**config.mk**
```make
export PLATFORM = sky130hd
export DESIGN_NAME = div_unit
export DESIGN_NICKNAME = d
export VERILOG_FILES = /design/src/rtl/div_unit.sv
export SDC_FILE = /design/constraint.sdc
export NUM_CORES = 1
export LEC_CHECK = 0
export BUFFER_PORTS_ARGS = -buffer_cell sky130_fd_sc_hd__buf_2
export CELL_PAD_IN_SITES_DETAIL_PLACEMENT = 1
export CELL_PAD_IN_SITES_GLOBAL_PLACEMENT = 2
export CORE_MARGIN = 2
export CORE_UTILIZATION = 38
export DETAILED_ROUTE_END_ITERATION = 12
export PLACE_DENSITY = 0.94
export SYNTH_ARGS = -nofsm -noshare
export SYNTH_HDL_FRONTEND = slang
export SYNTH_SLANG_ARGS = --single-unit
```
**constraint.sdc**
```tcl
create_clock -name clk -period 8.7 [get_ports clk]
set_clock_uncertainty 0.1 [all_clocks]
set_input_delay 1.305 -clock clk [delete_from_list [all_inputs] [get_ports clk]]
set_output_delay 1.305 -clock clk [all_outputs]
set_load 0.02 [all_outputs]
```
**src/rtl/div_unit.sv**
```systemverilog
// Radix-2 restoring divider for RV32M DIV/DIVU/REM/REMU, one quotient bit per cycle.
// Define DIV_FAST_PATH_EN to finish divide-by-zero and signed overflow on the accepting edge.
module div_unit #(
   parameter int XLEN = 32
) (
   input  logic            clk,
   input  logic            rst_n,
   input  logic            flush,
   input  logic            in_valid,
   output logic            in_ready,
   input  logic [1:0]      op,
   input  logic [XLEN-1:0] rs1_data,
   input  logic [XLEN-1:0] rs2_data,
   input  logic [4:0]      rd_addr,
   output logic            out_valid,
   input  logic            out_ready,
   output logic [XLEN-1:0] out_data,
   output logic [4:0]      out_rd_addr,
   output logic            busy
);

   localparam int CW = $clog2(XLEN);

   typedef enum logic [1:0] {IDLE, CALC, DONE} state_t;
   state_t state, state_nxt;

   logic [1:0]      op_q;
   logic [4:0]      rd_q;
   logic [XLEN-1:0] quo, rem, dvs;
   logic [CW-1:0]   cnt;
   logic            qsign, rsign, dzero;

   logic            accept, signed_op, dz_in, fast;
   logic [XLEN-1:0] mag1, mag2;
   logic [XLEN:0]   rem_sh, diff;
   logic [XLEN-1:0] q_res, r_res;

   assign in_ready  = (state == IDLE);
   assign out_valid = (state == DONE);
   assign busy      = (state != IDLE);
   assign accept    = in_valid && in_ready && !flush;

   assign signed_op = ~op[0];
   assign mag1      = (signed_op && rs1_data[XLEN-1]) ? -rs1_data : rs1_data;
   assign mag2      = (signed_op && rs2_data[XLEN-1]) ? -rs2_data : rs2_data;
   assign dz_in     = (rs2_data == '0);

`ifdef DIV_FAST_PATH_EN
   logic ovf;
   assign ovf  = signed_op && (rs1_data == {1'b1, {(XLEN-1){1'b0}}}) && (rs2_data == '1);
   assign fast = dz_in || ovf;
`else
   assign fast = 1'b0;
`endif

   always_ff @(posedge clk or negedge rst_n) begin
      if (!rst_n) state <= IDLE;
      else        state <= state_nxt;
   end

   always_comb begin
      state_nxt = state;
      case (state)
         IDLE:    if (accept) state_nxt = fast ? DONE : CALC;
         CALC:    if (cnt == '0) state_nxt = DONE;
         DONE:    if (out_ready) state_nxt = IDLE;
         default: state_nxt = IDLE;
      endcase
      if (flush) state_nxt = IDLE;
   end

   // Trial subtract: the borrow out of bit XLEN says the shifted remainder was below the divisor.
   assign rem_sh = {rem, quo[XLEN-1]};
   assign diff   = rem_sh - {1'b0, dvs};

   always_ff @(posedge clk or negedge rst_n) begin
      if (!rst_n) begin
         op_q  <= '0;
         rd_q  <= '0;
         quo   <= '0;
         rem   <= '0;
         dvs   <= '0;
         cnt   <= '0;
         qsign <= 1'b0;
         rsign <= 1'b0;
         dzero <= 1'b0;
      end else if (accept) begin
         op_q  <= op;
         rd_q  <= rd_addr;
         dvs   <= mag2;
         quo   <= mag1;
         // Fast divide-by-zero needs the remainder already in place; overflow wants zero.
         rem   <= (fast && dz_in) ? mag1 : '0;
         cnt   <= CW'(XLEN-1);
         qsign <= signed_op && (rs1_data[XLEN-1] ^ rs2_data[XLEN-1]);
         rsign <= signed_op && rs1_data[XLEN-1];
         dzero <= dz_in;
      end else if (state == CALC && !flush) begin
         if (!diff[XLEN]) begin
            rem <= diff[XLEN-1:0];
            quo <= {quo[XLEN-2:0], 1'b1};
         end else begin
            rem <= rem_sh[XLEN-1:0];
            quo <= {quo[XLEN-2:0], 1'b0};
         end
         if (cnt != '0) cnt <= cnt - 1'b1;
      end
   end

   // Divide-by-zero quotient is forced; every other corner falls out of the sign correction.
   assign q_res = dzero ? '1 : (qsign ? -quo : quo);
   assign r_res = rsign ? -rem : rem;

   assign out_data    = (state == DONE) ? (op_q[1] ? r_res : q_res) : '0;
   assign out_rd_addr = rd_q;

endmodule
```
==> summary by stage, run 1 <==
Status
The run finished with clean final reports.

Clock tree
The clock sink count is between 100 and 150. The clock tree from TritonCTS is built. CTS built an H-tree with a depth of 3. In this run the clock root is driven by a sky130_fd_sc_hd__clkbuf_16.

At the later pin of the worst-skew pair, clock insertion delay measures roughly 0.36 ns. No sink is reached through more buffers than the 2 on the longest clock path. The number of gates resized after CTS is 0. The number of buffers created by CTS is 9. In this run the post-CTS setup repair buffer count came out at 0. Clock-pin slew was measured on the worst setup and hold paths at roughly 0.080 ns. The quantity of hold-fixing buffers added after cts is 0.

Worst setup path
The cell type of the slowest stage on the worst timing path is sky130_fd_sc_hd__dfrtp_1. Counting both buffers and inverters, the worst setup path holds a total of 2. By startpoint and endpoint, the worst setup path is classified as register to output port. The critical path starts at rem[0].

In this run the register-to-register setup slack is 4.32 ns. The sort of element at the end of the critical path is an output port. Data arrives at the worst endpoint at between 3 and 4 ns.

The signal on the critical path passes through inv_1, ha_1, nand3b_1, or3_4, or2_4, or3_4, or3_4, o21ai_0, xor2_1, a221oi_1, buf_2. The cell that appears most often on the critical path is sky130_fd_sc_hd__or3_4. The nature of the critical path startpoint is a register. The cell type group with the largest total delay on the critical path is simple AND/OR/NAND/NOR gates. For this run, the slowest stage of the critical path takes 0.43 ns. The endpoint required time on the critical path is approximately 7.3 ns.

The worst flop-to-flop path startpoint is quo[31]. In this run the worst path has a maximum fanout of 5.

Min path
The class of the most critical hold timing path is register to register. The worst hold path begins at out_rd_addr[2].

Final layout
The final layout net count is between 1000 and 1500. After filler insertion, the fill cell instance count of the layout stands at around 2900. Leaving out fill and tap cells, the most frequent cell in the layout is sky130_fd_sc_hd__nand2_1.

In the layout the commonest cells are sky130_fd_sc_hd__nand2_1, sky130_fd_sc_hd__o21ai_0, sky130_fd_sc_hd__buf_2, sky130_fd_sc_hd__dfrtp_1, sky130_fd_sc_hd__xor2_1. The area overhead of the layout relative to synthesis is 12.7%. Cells with a size suffix above 1 make up 13.9% of the layout. The count of antenna diodes in the layout is 0.

Power
In this run the power density over the cells is approximately 200 nW/um^2. The peak supply drop is 112 uV. Summed over all nets, the switching power comes to 880 uW. The internal cell power is about 1.2 mW. The share of power burned in the clock network is about 22%. The portion of total power attributed to sequential cells is about a third. The total chip power is between 2 and 2.5 mW. The fraction of power spent switching nets is a little over two fifths. The relative contribution of combinational cells to total power is 43.2%. The leakage power is 4.60 nW.

Timing
The number of max-slew violations in the final report is 0. The final number of setup-violating endpoints is 0. Setup repair after global routing left no endpoint under its margin.

Derived from the worst setup path, the maximum achievable clock frequency is 191 MHz. At the pin with the least slew margin, the transition time is between 1 and 1.5 ns. The worst-case hold slack is 0.380 ns. The final count of hold timing violations is 0.

After layout, the minimum clock period comes to around 5.2 ns. Headroom to the max-slew limit came out at around a fifth. The total negative slack for setup checks is 0 ns. The portion of the clock cycle consumed by the worst path in the final layout is between 60 and 70%.

Global route
Global routing finished with a remaining overflow of 0. The number of global-route vias before repair is about 9000. The number of antenna violations at the first check in global routing is 0. Entering global routing, the biggest net connects slightly above 70 pins.

Global routing consumed, over all layers together, between 20 and 25% of the routing resources. The first global-routing pass estimated 46.9 mm of wire.

Drt
The count of TritonRoute iterations in the first routing pass is 5. The detail route stage leaves a number of antenna-violating nets equal to 0. The starting DRC count in detailed routing is between 400 and 500.

The via-per-instance ratio is 5.72. The routed design has approximately 28 mm of wire. The post-route DRC violation count is 0. The via count of the routed design is 8670.

The post-detailed-route wirelength per cell is 18.4 um.

Synth
The share of the Yosys chip area taken by registers is around 30%. Of all flip-flops after synthesis, the portion carrying an async set or reset was between 90% and 100%. The number of distinct library cell variants in the gate-level netlist after synthesis is 63. The most instantiated flip-flop cell in the synthesis netlist is sky130_fd_sc_hd__dfrtp_1. The number of synthesized register bits is approximately 110.

The number of synthesis warnings is 0. Synthesis produced a netlist whose cell count is ~1100. Synthesis produced a netlist with a net count of 1229.

In this run, synthesis inferred 0 flip-flops with an integrated enable. A synthesized cell averages 8.24 um^2. The cell area that synthesis handed to floorplanning was ~9200 um^2.

Floorplan
The width of the chip is between 150 and 200 um. The die covers 25400 um^2. The core region is approximately 24000 um^2. The initialized floorplan defines 56 standard-cell rows. For this configuration, the core starts out at a cell density of between 30% and 40%. The die height is roughly 160 um. between 100 and 150 I/O pins were placed.

Placed design
The global placement routability congestion is 0.825. Once detailed placement completed, the half-perimeter wirelength came to 21.2 mm. The quantity of I/O buffers inserted on ports is roughly 120.

Flow run
The number of violations of the max-capacitance limit is 0.
## flip-flops by register name (all words and copies together), names as in the netlist
name / flops
cnt: 5
dvs: 32
dzero: 1
op_q: 1
out_rd_addr: 5
qsign: 1
quo: 32
rem: 32
rsign: 1
state: 2
## per-layer routing
layer  part of all wire (%)  GRT usage, %  routed length [um]  up-vias
met2                     51          38.9               14100      149
li1                       -             -                   -     4148
met3                    3.2          3.49                 883       31
met5                      0             0                   0        -
met1                     45          29.0               12500     4342
met4                    1.4          4.59                 403        0
## metrics by stage
stage	instances	setup WS (ns)	utilization, %	cell area [um^2]
after floorplan	1114	4.08	-	9180
after global routing	1517	3.29	43.8	10300
final	1517	3.48	43.8	10300
after CTS	1517	3.48	43.8	10300
after global placement	1501	3.93	42.5	10000
after detailed placement	1501	3.92	42.5	10000
## cell usage after synthesis (all sizes together) (21+ instances only)
| cell type | instances | share of area, % |
|---|---|---|
| a21oi | 56 | 3.1 |
| a221oi | 30 | 2.9 |
| a22oi | 31 | 2.5 |
| clkbuf | 50 | 2.0 |
| dfrtp | 112 | 31 |
| ha | 38 | 5.2 |
| inv | 59 | 2.4 |
| mux2i | 31 | 3.4 |
| nand2 | 139 | 5.7 |
| nor2 | 53 | 2.2 |
| o21ai | 142 | 7.7 |
| o31ai | 21 | 1.7 |
| xnor2 | 70 | 6.8 |
| xor2 | 80 | 7.6 |
## worst register-to-register path, stage by stage (launching register included)
cell                       delay (ns)
sky130_fd_sc_hd__dfrtp_1         0.33
sky130_fd_sc_hd__inv_1           0.14
sky130_fd_sc_hd__ha_1            0.29
sky130_fd_sc_hd__fa_1            0.44
sky130_fd_sc_hd__nand2b_1        0.21
sky130_fd_sc_hd__a21o_1          0.20
sky130_fd_sc_hd__a31o_2          0.26
sky130_fd_sc_hd__o211ai_2        0.21
sky130_fd_sc_hd__a21oi_1         0.16
sky130_fd_sc_hd__o21ai_1         0.30
sky130_fd_sc_hd__o221ai_1        0.30
sky130_fd_sc_hd__xnor2_4         0.32
sky130_fd_sc_hd__buf_4           0.49
sky130_fd_sc_hd__nand2_1         0.31
sky130_fd_sc_hd__o211ai_1        0.24
## layout make-up
cell class                 count  area, um^2  share of cell area, %
clock buffer                  10         239                   2.31
clock inverter                 6        73.8                  0.713
inverter                      59         221                   2.14
multi-input combinational    886        5960                   57.6
sequential                   112        2800                   27.1
tap                          319         399                   3.86
timing repair buffer         125         653                   6.31
## kinds of logic after synthesis
logic type	after synthesis	synth area share, %
fa+ha+maj	39	5.40
xor+xnor	150	14.4
buf+inv	116	4.84
mux	32	3.50
simple gates	309	16.8
compound gates	356	24.6
flops	112	30.5
## power by group through the flow
stage / combinational [mW] / clock [mW] / sequential (mW)
after floorplan: 0.678 / 0 / 0.715
after global placement: 0.874 / 0 / 0.747
after detailed placement: 0.902 / 0 / 0.751
after CTS: 0.914 / 0.469 / 0.742
after global routing: 1.02 / 0.490 / 0.760
final: 0.913 / 0.458 / 0.743
## worst paths after layout
path / to / cells past startpoint
worst max register to register: rem[31] / 14
worst min register to register: out_rd_addr[2] / 2
worst max-delay path: out_data[26] / 11
worst min-delay path: out_rd_addr[2] / 2
min in group asynchronous: quo[4] / 1
max in group asynchronous: rem[15] / 2
Power figures use the tool's default switching activity.
==> inputs of run 2 (changes only) <==
Settings changed: ABC_AREA from default to 1, CORE_UTILIZATION 38 to 32, PLACE_DENSITY 0.94 to 0.9.
Clock period 8.7 ns to 5.05 ns, I/O delays scaled along.
==> run 2 against run 1 <==
Net effect: register-to-register slack lost 2.3 ns; global-route usage increased by 2.1 points; critical path depth fell by 6; combinational power rose to 2.6 times the previous value; cell count is 65% higher; sequential share of layout area is 5.1 points lower; flip-flop and latch count unchanged; utilization is 7.8 points lower; routed wire length up 60%; critical endpoint is now out_data[2].
==> summary by stage, run 2 <==
Status
The run finished with clean final reports.

Worst setup path
In this run the worst path has a maximum fanout of 30. Setup slack on the worst reg-to-reg path comes out at 2.01 ns. The sort of element at the end of the critical path is an output port.

The critical path goes through inv_1, nor2_1, a21oi_1, a311oi_1, buf_2. The cell type of the slowest stage on the worst timing path is sky130_fd_sc_hd__dfrtp_1. STA puts the critical path data required time at between 4 and 5 ns.

The stage delay of the slowest cell on the critical path is around 0.94 ns. The arrival time of data at the critical path endpoint is ~2.8 ns. The nature of the critical path startpoint is a register. The critical path in this run is classified as register to output port.

Final layout
Once layout is complete, the utilization of the core stands at between 30 and 40%. The largest registers in the layout are dvs: 32 flops, quo: 32 flops, rem: 32 flops. The layout cell share with drive strength beyond 1 is under 10%. The area overhead of the layout relative to synthesis is 11.6%. In the final layout, the multi-input gates occupy ~7300 um^2. After the last flow step, the layout net total stands at 2152.

The total of fill cells in the finished design is 4891. The sequential cell area in the final layout is approximately 2800 um^2. Leaving out fill and tap cells, the most frequent cells in the layout are sky130_fd_sc_hd__nand2_1, sky130_fd_sc_hd__inv_1, sky130_fd_sc_hd__nand3_1, sky130_fd_sc_hd__nor2_1, sky130_fd_sc_hd__buf_2. The count of antenna diodes in the layout is 0. The leading cell type in the layout, fill and taps excluded is sky130_fd_sc_hd__nand2_1.

Synth
The post-synthesis mux area share is 0%. The number of synthesis warnings is 0. The post-synthesis share of cell area spent on full adders, half adders and majority gates is about 4.3%.

Ranked by total cell area, the synthesized netlist is headed by sky130_fd_sc_hd__dfrtp_1, sky130_fd_sc_hd__nand2_1, sky130_fd_sc_hd__inv_1, sky130_fd_sc_hd__nand3_1, sky130_fd_sc_hd__nor2_1. The number of distinct library cell variants in the gate-level netlist after synthesis is 45. Of the synthesized area, sequential elements account for roughly a quarter. The simple logic cell fraction of the synthesized area is 43.2%. After synthesis the netlist holds a flip-flop and latch count of 112.

The largest family of logic cells by synthesized area is simple AND/OR/NAND/NOR gates. The largest area contributor in the synthesized netlist is sky130_fd_sc_hd__dfrtp_1. In this run, synthesis inferred 0 flip-flops with an integrated enable.

The post-synthesis async set-or-reset flop share is 100%. In the synthesized netlist, the cells that appear most often are sky130_fd_sc_hd__nand2_1, sky130_fd_sc_hd__inv_1, sky130_fd_sc_hd__nand3_1. The synthesized instance count is 1954.

The total standard cell area after synthesis is about 11000 um^2. The average cell area after synthesis is 5.86 um^2. The number of nets handed over by synthesis was a little over 2000. Summed over its instances, the top area cell type makes up 24.5% of the synthesized netlist area.

The most instantiated flip-flop cell in the synthesis netlist is sky130_fd_sc_hd__dfrtp_1. Yosys instantiated no cell more often than sky130_fd_sc_hd__nand2_1. The synthesized-area fraction occupied by ao, oa, aoi and oai cells is between 10% and 20%. After Yosys synthesis, XOR and XNOR cells account for roughly 3.2% of the synthesized area.

Timing
Setup repair after global routing left no endpoint under its margin. The portion of the clock cycle consumed by the worst path in the final layout is between 70% and 80%. The number of max-slew violations in the final report is 0. The worst path needs between 3 and 4 ns of the cycle, external delays included.

The maximum achievable frequency is 277 MHz. The tightest slew margin relative to the limit is about 30%. The final count of hold timing violations is 0. The worst-margin pin slew is ~1.1 ns. The total negative slack for setup checks is 0 ns. Setup violations remaining at the end of the flow were counted as 0.

Drt
The detail route stage leaves a number of antenna-violating nets equal to 0. The post-detailed-route wirelength per cell is approximately 18 um. The starting DRC count in detailed routing is ~780.

Wires add up to roughly 45 mm. The count of TritonRoute iterations in the first routing pass is 5. Dividing the detail-routed via count by the number of cells gives 5.20. In the routed design, unresolved DRC markers number 0. The via count of the routed design is 13000.

Floorplan
In this run the core area contains 69 standard-cell rows. The core area is ~35000 um^2. The die is about 190 um tall.

The initial utilization of the core area, before any placement, comes to around a third. The number of placed I/O pins is 116. The floorplan step defined a die boundary enclosing 37300 um^2.

The floorplan step set the die width to 193 um.

Global route
For this run, global-route usage on met1 was measured as about a third. The overall overflow remaining after global route is 0. Across every metal layer, demand over resource in global routing totals 24.3%. The most used routing layer is met2. The largest net degree at the start of global routing is 72. In the global route stage, met3 resource usage came out at a little over 3%. The number of antenna violations at the first check in global routing came to 1.

The number of global-route vias before repair is around 13000. The met2 track utilization from global routing is about two fifths. The global-route wire length before repair is ~70 mm.

Clock tree
TritonCTS built the clock tree. After clock tree synthesis, the clock-pin slew on the worst setup and hold paths is around 0.080 ns. The clock sink count is about 110. The quantity of hold-fixing buffers added after cts is 0.

Buffers inserted during clock tree synthesis total 9. In this run the number of H-tree levels came out at 3. The longest clock path from root to sink contains 2 buffers.

The number of gates resized after CTS is 0. The root buffer selected by CTS is sky130_fd_sc_hd__clkbuf_16. Clock latency on the worst-skew pair, taken at its later pin, is approximately 0.4 ns. The number of setup buffers added after CTS is 0.

Flow run
The number of violations of the max-capacitance limit is 0.

Placed design
The congestion estimate from routability-driven global placement came to between 0.9 and 1. Once detailed placement completed, the half-perimeter wirelength came to 36.8 mm. Buffers placed on the I/O ports in this run total about 120.

Power
For this design the total switching power over the nets is 2.25 mW. The portion of total power attributed to sequential cells is ~30%. Summed over all cells, the static leakage comes to 7.06 nW. For this design the ratio of total power to cell area is approximately 350 nW/um^2.

Per report_power, the clock group accounts for around 18% of the total. The peak supply drop is between 200 and 250 uV. In this run switching power makes up approximately half of total power.

The relative contribution of combinational cells to total power is a little over half. Cell internal power was estimated by the tool at roughly 2.2 mW.

Min path
The class of the most critical hold timing path is register to register.
## run 2: changes by cell type after synthesis, sizes merged, moves of 51 or more
cell	previous run	this run
nand2	139	633
inv	59	302
nand3	10	210
nor2	53	199
xnor2	70	13
xor2	80	29
## run 2: cell type report
| type | instances | share of cell area (%) |
|---|---|---|
| Inverter | 303 | 8.91 |
| Clock inverter | 7 | 0.774 |
| Tap cell | 461 | 4.52 |
| Clock buffer | 9 | 1.76 |
| Sequential cell | 112 | 22.0 |
| Multi-Input combinational cell | 1485 | 56.9 |
| Timing Repair Buffer | 126 | 5.17 |
## run 2: critical path, delay by kind of cell, from the launching register on
kind / cells / cell delay, ns
and+or+nand+nor: 1 / 0.22
buffers and inverters: 2 / 0.69
AOI/OAI and AO/OA: 2 / 0.51
DFF: 1 / 0.94
## run 2: cell families (layout without fill, tap and decap cells)
logic type | after synthesis | after routing
xor+xnor | 42 | 42
buf+inv | 357 | 445
simple gates | 1150 | 1150
flops | 112 | 112
fa+ha+maj | 39 | 39
compound gates | 254 | 254
## run 2: per-stage QoR
step,hold WS [ns],std cells,total power [mW],setup WS [ns],area [um^2]
2_1_floorplan,0.349,1954,2.86,2.35,11400
4_1_cts,0.382,2503,4.46,1.45,12800
3_5_place_dp,0.360,2487,3.65,1.87,12400
6_report,0.377,2503,4.47,1.44,12800
3_3_place_gp,0.361,2487,3.59,1.85,12400
5_1_grt,0.409,2503,4.85,1.14,12800
## run 2: final timing paths
check,from,endpoint,cells after the start
min reg2reg,out_rd_addr[4],out_rd_addr[4],2
max in group asynchronous,rst_n,dvs[7],2
max,rsign,out_data[2],5
min,out_rd_addr[4],out_rd_addr[4],2
min in group asynchronous,rst_n,quo[24],1
max reg2reg,quo[31],rem[29],16
## run 2: power groups by stage
stage	clock network (mW)	logic, mW	registers [mW]
4_1_cts	0.816	2.31	1.34
3_3_place_gp	0	2.24	1.34
3_5_place_dp	0	2.30	1.35
6_report	0.798	2.33	1.34
5_1_grt	0.851	2.62	1.37
2_1_floorplan	0	1.60	1.26
## run 2: routing by layer
layer,vias to the layer above,share of wire [%]
met5,-,0
met4,0,1.7
met3,37,3.6
met2,209,46
met1,6324,49
li1,6447,-
